==> src/rtl/exec_unit.sv <==
// Multi-cycle execute unit: ADD/AND/NOT/PASS in one EXEC cycle, MUL by 16-step
// shift-add, then a single WB cycle that writes the register file and updates NZP.
module exec_unit (
  input  logic        Clk,
  input  logic        Reset_n,
  input  logic        Start,
  input  logic [2:0]  Op,
  input  logic [15:0] SR1_In,
  input  logic [15:0] SR2_In,
  input  logic [4:0]  Imm5,
  input  logic        Imm_Sel,
  input  logic [2:0]  DR_In,
  output logic        Busy,
  output logic        Done,
  output logic        LD_REG,
  output logic [2:0]  DR_Out,
  output logic [15:0] Data_Out,
  output logic [2:0]  NZP
);

  typedef enum logic [1:0] {S_IDLE, S_EXEC, S_MUL, S_WB} state_t;
  typedef enum logic [2:0] {
    OP_ADD  = 3'b000,
    OP_AND  = 3'b001,
    OP_NOT  = 3'b010,
    OP_PASS = 3'b011,
    OP_MUL  = 3'b100
  } op_t;

  state_t      state_q, state_d;
  logic [15:0] a_q, a_d;
  logic [15:0] b_q, b_d;
  logic [2:0]  op_q, op_d;
  logic [2:0]  dr_q, dr_d;
  logic [3:0]  cnt_q, cnt_d;
  logic        run_q, run_d;
  logic [15:0] acc_q, acc_d;
  logic [15:0] data_q, data_d;
  logic [2:0]  dr_out_q, dr_out_d;
  logic [2:0]  nzp_q, nzp_d;

  logic [15:0] b_sel;
  logic [15:0] add_term;
  logic        legal;

  assign b_sel    = Imm_Sel ? {{11{Imm5[4]}}, Imm5} : SR2_In;
  assign add_term = b_q[0] ? a_q : '0;
  assign legal    = (op_q <= 3'b100);

  always_comb begin
    state_d  = state_q;
    a_d      = a_q;
    b_d      = b_q;
    op_d     = op_q;
    dr_d     = dr_q;
    cnt_d    = cnt_q;
    run_d    = run_q;
    acc_d    = acc_q;
    data_d   = data_q;
    dr_out_d = dr_out_q;
    nzp_d    = nzp_q;

    unique case (state_q)
      S_IDLE: begin
        if (Start) begin
          a_d     = SR1_In;
          b_d     = b_sel;
          op_d    = Op;
          dr_d    = DR_In;
          cnt_d   = '0;
          run_d   = 1'b0;
          acc_d   = '0;
          state_d = (Op == OP_MUL) ? S_MUL : S_EXEC;
        end
      end
      S_EXEC: begin
        case (op_q)
          OP_ADD:  begin data_d = a_q + b_q; dr_out_d = dr_q; end
          OP_AND:  begin data_d = a_q & b_q; dr_out_d = dr_q; end
          OP_NOT:  begin data_d = ~a_q;      dr_out_d = dr_q; end
          OP_PASS: begin data_d = a_q;       dr_out_d = dr_q; end
          default: ;
        endcase
        state_d = S_WB;
      end
      S_MUL: begin
        // First MUL cycle only arms the stepper, so the 16 shift-add steps
        // (counter 0..15) land on the second through seventeenth MUL edges.
        if (!run_q) begin
          run_d = 1'b1;
          acc_d = '0;
        end else begin
          acc_d = acc_q + add_term;
          a_d   = a_q << 1;
          b_d   = b_q >> 1;
          cnt_d = cnt_q + 4'd1;
          if (cnt_q == 4'd15) begin
            data_d   = acc_q + add_term;
            dr_out_d = dr_q;
            state_d  = S_WB;
          end
        end
      end
      S_WB: begin
        if (legal) begin
          if (data_q[15])        nzp_d = 3'b100;
          else if (data_q == '0) nzp_d = 3'b010;
          else                   nzp_d = 3'b001;
        end
        state_d = S_IDLE;
      end
      default: state_d = S_IDLE;
    endcase
  end

  always_ff @(posedge Clk or negedge Reset_n) begin
    if (!Reset_n) begin
      state_q  <= S_IDLE;
      a_q      <= '0;
      b_q      <= '0;
      op_q     <= '0;
      dr_q     <= '0;
      cnt_q    <= '0;
      run_q    <= 1'b0;
      acc_q    <= '0;
      data_q   <= '0;
      dr_out_q <= '0;
      nzp_q    <= '0;
    end else begin
      state_q  <= state_d;
      a_q      <= a_d;
      b_q      <= b_d;
      op_q     <= op_d;
      dr_q     <= dr_d;
      cnt_q    <= cnt_d;
      run_q    <= run_d;
      acc_q    <= acc_d;
      data_q   <= data_d;
      dr_out_q <= dr_out_d;
      nzp_q    <= nzp_d;
    end
  end

  assign Busy     = (state_q != S_IDLE);
  assign Done     = (state_q == S_WB);
  assign LD_REG   = (state_q == S_WB) && legal;
  assign DR_Out   = dr_out_q;
  assign Data_Out = data_q;
  assign NZP      = nzp_q;

endmodule

==> config.mk <==
export PLATFORM = sky130hd
export DESIGN_NAME = exec_unit
export DESIGN_NICKNAME = d
export VERILOG_FILES = /design/src/rtl/exec_unit.sv
export SDC_FILE = /design/constraint.sdc
export NUM_CORES = 1
export LEC_CHECK = 0
export CAP_MARGIN = 20
export CELL_PAD_IN_SITES_DETAIL_PLACEMENT = 1
export CELL_PAD_IN_SITES_GLOBAL_PLACEMENT = 2
export CORE_MARGIN = 4
export CORE_UTILIZATION = 34
export DETAILED_ROUTE_END_ITERATION = 8
export PLACE_DENSITY = 0.79
export SYNTH_ARGS = -nofsm -noshare
export SYNTH_HDL_FRONTEND = slang
export SYNTH_SLANG_ARGS = --single-unit
==> constraint.sdc <==
create_clock -name Clk -period 3.2 [get_ports Clk]
set_clock_uncertainty 0.05 [all_clocks]
set_input_delay 0.96 -clock Clk [delete_from_list [all_inputs] [get_ports Clk]]
set_output_delay 0.96 -clock Clk [all_outputs]
set_load 0.05 [all_outputs]
==> reports/metrics.yaml <==
pwr:
  combPwrFrac: 0.612
  powerDensity_mw_per_mm2: 1160
  sw_frac_of_total: 0.502
  p_leak_nw: 3.14
  power.internal_mw: 4.04
  p_clk_frac: 0.139
  power_switching_mw: 4.08
  power_frac_seq: 0.249
  peakVddDrop_mv: 0.406
route:
  routed_wirelength_mm: 18.2
  via_per_inst: 5.46
  drt-pass1-iter-count: 4
  drt-initial-drc-count: 313
  drcViolationCount: 0
  routedWlPerCell_um: 19.2
  ant_nets: 0
  vias: 5172
synth:
  synthTopCellsByArea: "dfrtp_1, ha_1, a21oi_1, o21ai_0, nand2_1"
  yosys_warnings: 0
  yosysSeqAreaShare: 0.362
  synth_cell_types: 56
  synth_top_area_cell: "dfrtp_1"
  synth-edff-count: 0
  syn_inst: 663
  yosysTopAreaCellShare: 0.362
  synth_ff_type: "dfrtp_1"
  synthArstFlopShare: 1.00
  synth_seq_cells: 83
  syn_area_mm2: 0.00573
  syn-num-nets: 749
  avgSynthCellArea_um2: 8.65
worst_setup_path:
  crit_top_cell: "inv_1"
  reg2reg_setup_slack_ns: 0.24
  r2r_cells: 10
  cp_max_fo: 4
  r2r-end: "Data_Out[15]"
  startpoint: "state_q[0]"
  slowest_stage: "clkdlybuf4s50_1"
  endpoint_kind: "primary output"
  cp_top_family: "buffers and inverters"
  cp-endpoint: "Busy"
  start_kind: "flip-flop"
  path_buf_inv: 3
  required_ns: 2.19
  arrival_ns: 2.08
  cp.depth: 4
  path_cells: "inv_1, ha_1, inv_1, clkdlybuf4s50_1"
  slowest_delay_ns: 0.83
  worstSetupPathType: "reg2out"
  rr_startpoint: "b_q[0]"
clocking:
  cts_root_buffer: "clkbuf_16"
  clk_latency_ns: 0.35
  cts_buffer_depth: 2
  cts_tree: "built"
  clk_pin_slew_ns: 0.06
  clkSinkCount: 83
  cts_made_buffers: 9
  htree_levels: 3
grt:
  grt_pass1_vias: 5523
  grt_pass1_wl_mm: 29.9
  grtUsageTotal: 0.203
  grt_overflow_total: 0
  antenna_found_initial: 0
  gr-usage-met1: 0.277
  busiest_layer: "met2"
  grt_max_degree: 61
  grt_use_met2: 0.330
  met3_usage: 0.0276
cells_and_area:
  layout-drive-gt1-share: 0.0659
  antenna_cells: 0
  utilization: 0.425
  mostFrequentLayoutCell: "nand2_1"
  final_cell_mix: "nand2_1, dfrtp_1, o21ai_0, a21oi_1, clkdlybuf4s50_1"
  final_nets: 809
  syn2layout_area_growth_pct: 22.5
  fill_cells: 1918
  instances_no_fill: 948
  final_cell_area_mm2: 0.00703
hold_path:
  hold_path_depth: 2
  hp-class: "reg2reg"
sta:
  tns_ns: 0
  tightest_slew_ns: 1.03
  max_freq_mhz: 324
  hold_viol: 0
  finalCritPeriodShare: 0.966
  final-setup-viol-count: 0
  maxSlewViolCount: 0
  timing.final.crit_period_ns: 3.09
  rsz0062_at_grt: "false"
  relSlewSlack: 0.313
  hold-worst-slack_ns: 0.426
die:
  pin_count: 72
  die-area_mm2: 0.0190
  start_util: 0.347
  die-height_um: 138
  fp.dieW_um: 138
  rows: 47
  coreArea_mm2: 0.0165
placement:
  gp_congestion: 0.863
  dp.cells: 932
  numPortBuffers: 71
  dpl_cell_area_mm2: 0.00671
  dp_hpwl_mm: 14.3
run_status:
  status: "completed"
run:
  maxCapViolations: 0
[area by class of cell]
cell class / instances / area [µm²] / area share
sequential: 83 / 2080 / 0.296
clock inverter: 5 / 77.6 / 0.0110
multi-input combinational: 531 / 3470 / 0.494
tap: 220 / 275 / 0.0392
timing repair buffer: 87 / 851 / 0.121
inverter: 11 / 41.3 / 0.00588
clock buffer: 11 / 233 / 0.0331
[registers in the layout (all words and copies together), names as in the netlist]
| signal | cells |
|---|---|
| b_q | 16 |
| dr_q | 3 |
| run_q | 1 |
| Data_Out | 16 |
| acc_q | 16 |
| cnt_q | 4 |
| NZP | 3 |
| a_q | 16 |
| state_q | 2 |
| DR_Out | 3 |
| op_q | 3 |
[metal layers]
metal | routed length [µm] | share of wire
met5 | 0 | 0
met4 | 425 | 0.023
met3 | 593 | 0.033
met2 | 8520 | 0.47
met1 | 8660 | 0.48
[power groups by stage]
stage / logic (mW) / clock network, mW / registers [mW]
final: 4.97 / 1.13 / 2.02
after global routing: 5.53 / 1.19 / 2.09
after CTS: 5.00 / 1.15 / 2.03
after detailed placement: 4.97 / 0 / 2.05
after global placement: 4.84 / 0 / 2.02
after floorplan: 3.15 / 0 / 2.21
[worst register-to-register path, delay by kind of cell (launching register included)]
kind,cells,cell delay (ns)
fa+ha+maj,1,0.36
compound gates,6,1.53
buf+inv,1,0.19
xor+xnor,1,0.17
simple gates,1,0.17
flops,1,0.39
[stage by stage]
stage	total power, mW	worst slack [ns]
3_5_place_dp	7.02	0.221
6_report	8.12	0.109
4_1_cts	8.18	0.0962
5_1_grt	8.82	0.0156
3_3_place_gp	6.86	0.269
2_1_floorplan	5.36	0.448
[kinds of logic after synthesis]
kind of cell	Yosys count	synth area share
buffers and inverters	49	0.0336
adders and majority gates	39	0.0877
AOI/OAI and AO/OA	228	0.251
DFF	83	0.362
xor gates and xnor gates	44	0.0672
and+or+nand+nor	190	0.145
muxes	30	0.0539
[cell usage after synthesis, drive strengths merged (3+ instances only)]
| cell type | count |
|---|---|
| buf | 14 |
| clkbuf | 24 |
| a221oi | 5 |
| nand3 | 11 |
| o31ai | 4 |
| nor3 | 5 |
| mux2i | 23 |
| nand4 | 5 |
| and2 | 17 |
| dfrtp | 83 |
| o22ai | 4 |
| nand2b | 3 |
| mux2 | 7 |
| xor2 | 26 |
| nand2 | 89 |
| xnor2 | 18 |
| inv | 10 |
| a221o | 3 |
| a22oi | 7 |
| ha | 37 |
| a21oi | 70 |
| a211oi | 7 |
| o211ai | 5 |
| nor4 | 5 |
| a22o | 16 |
| a21o | 7 |
| o21ai | 72 |
| a31oi | 5 |
| o21a | 8 |
| nor2 | 48 |
[how the worst min path moves through the flow]
| stage | end | slack, ns | startpoint |
|---|---|---|---|
| floorplan | DR_Out[0] | 0.38 | dr_q[0] |
| global placement | NZP[2] | 0.41 | NZP[2] |
| detailed placement | DR_Out[0] | 0.41 | DR_Out[0] |
| CTS | DR_Out[0] | 0.43 | DR_Out[0] |
| global route | DR_Out[0] | 0.45 | DR_Out[0] |
| finish | DR_Out[0] | 0.43 | DR_Out[0] |
[repair_timing]
item                       4_1_cts  5_1_grt
hold buffers                     0        0
setup endpoints to repair        0        2
gates resized for setup          0        1
buffers inserted                 0        0
No activity file was read; power rests on OpenSTA's default activity.
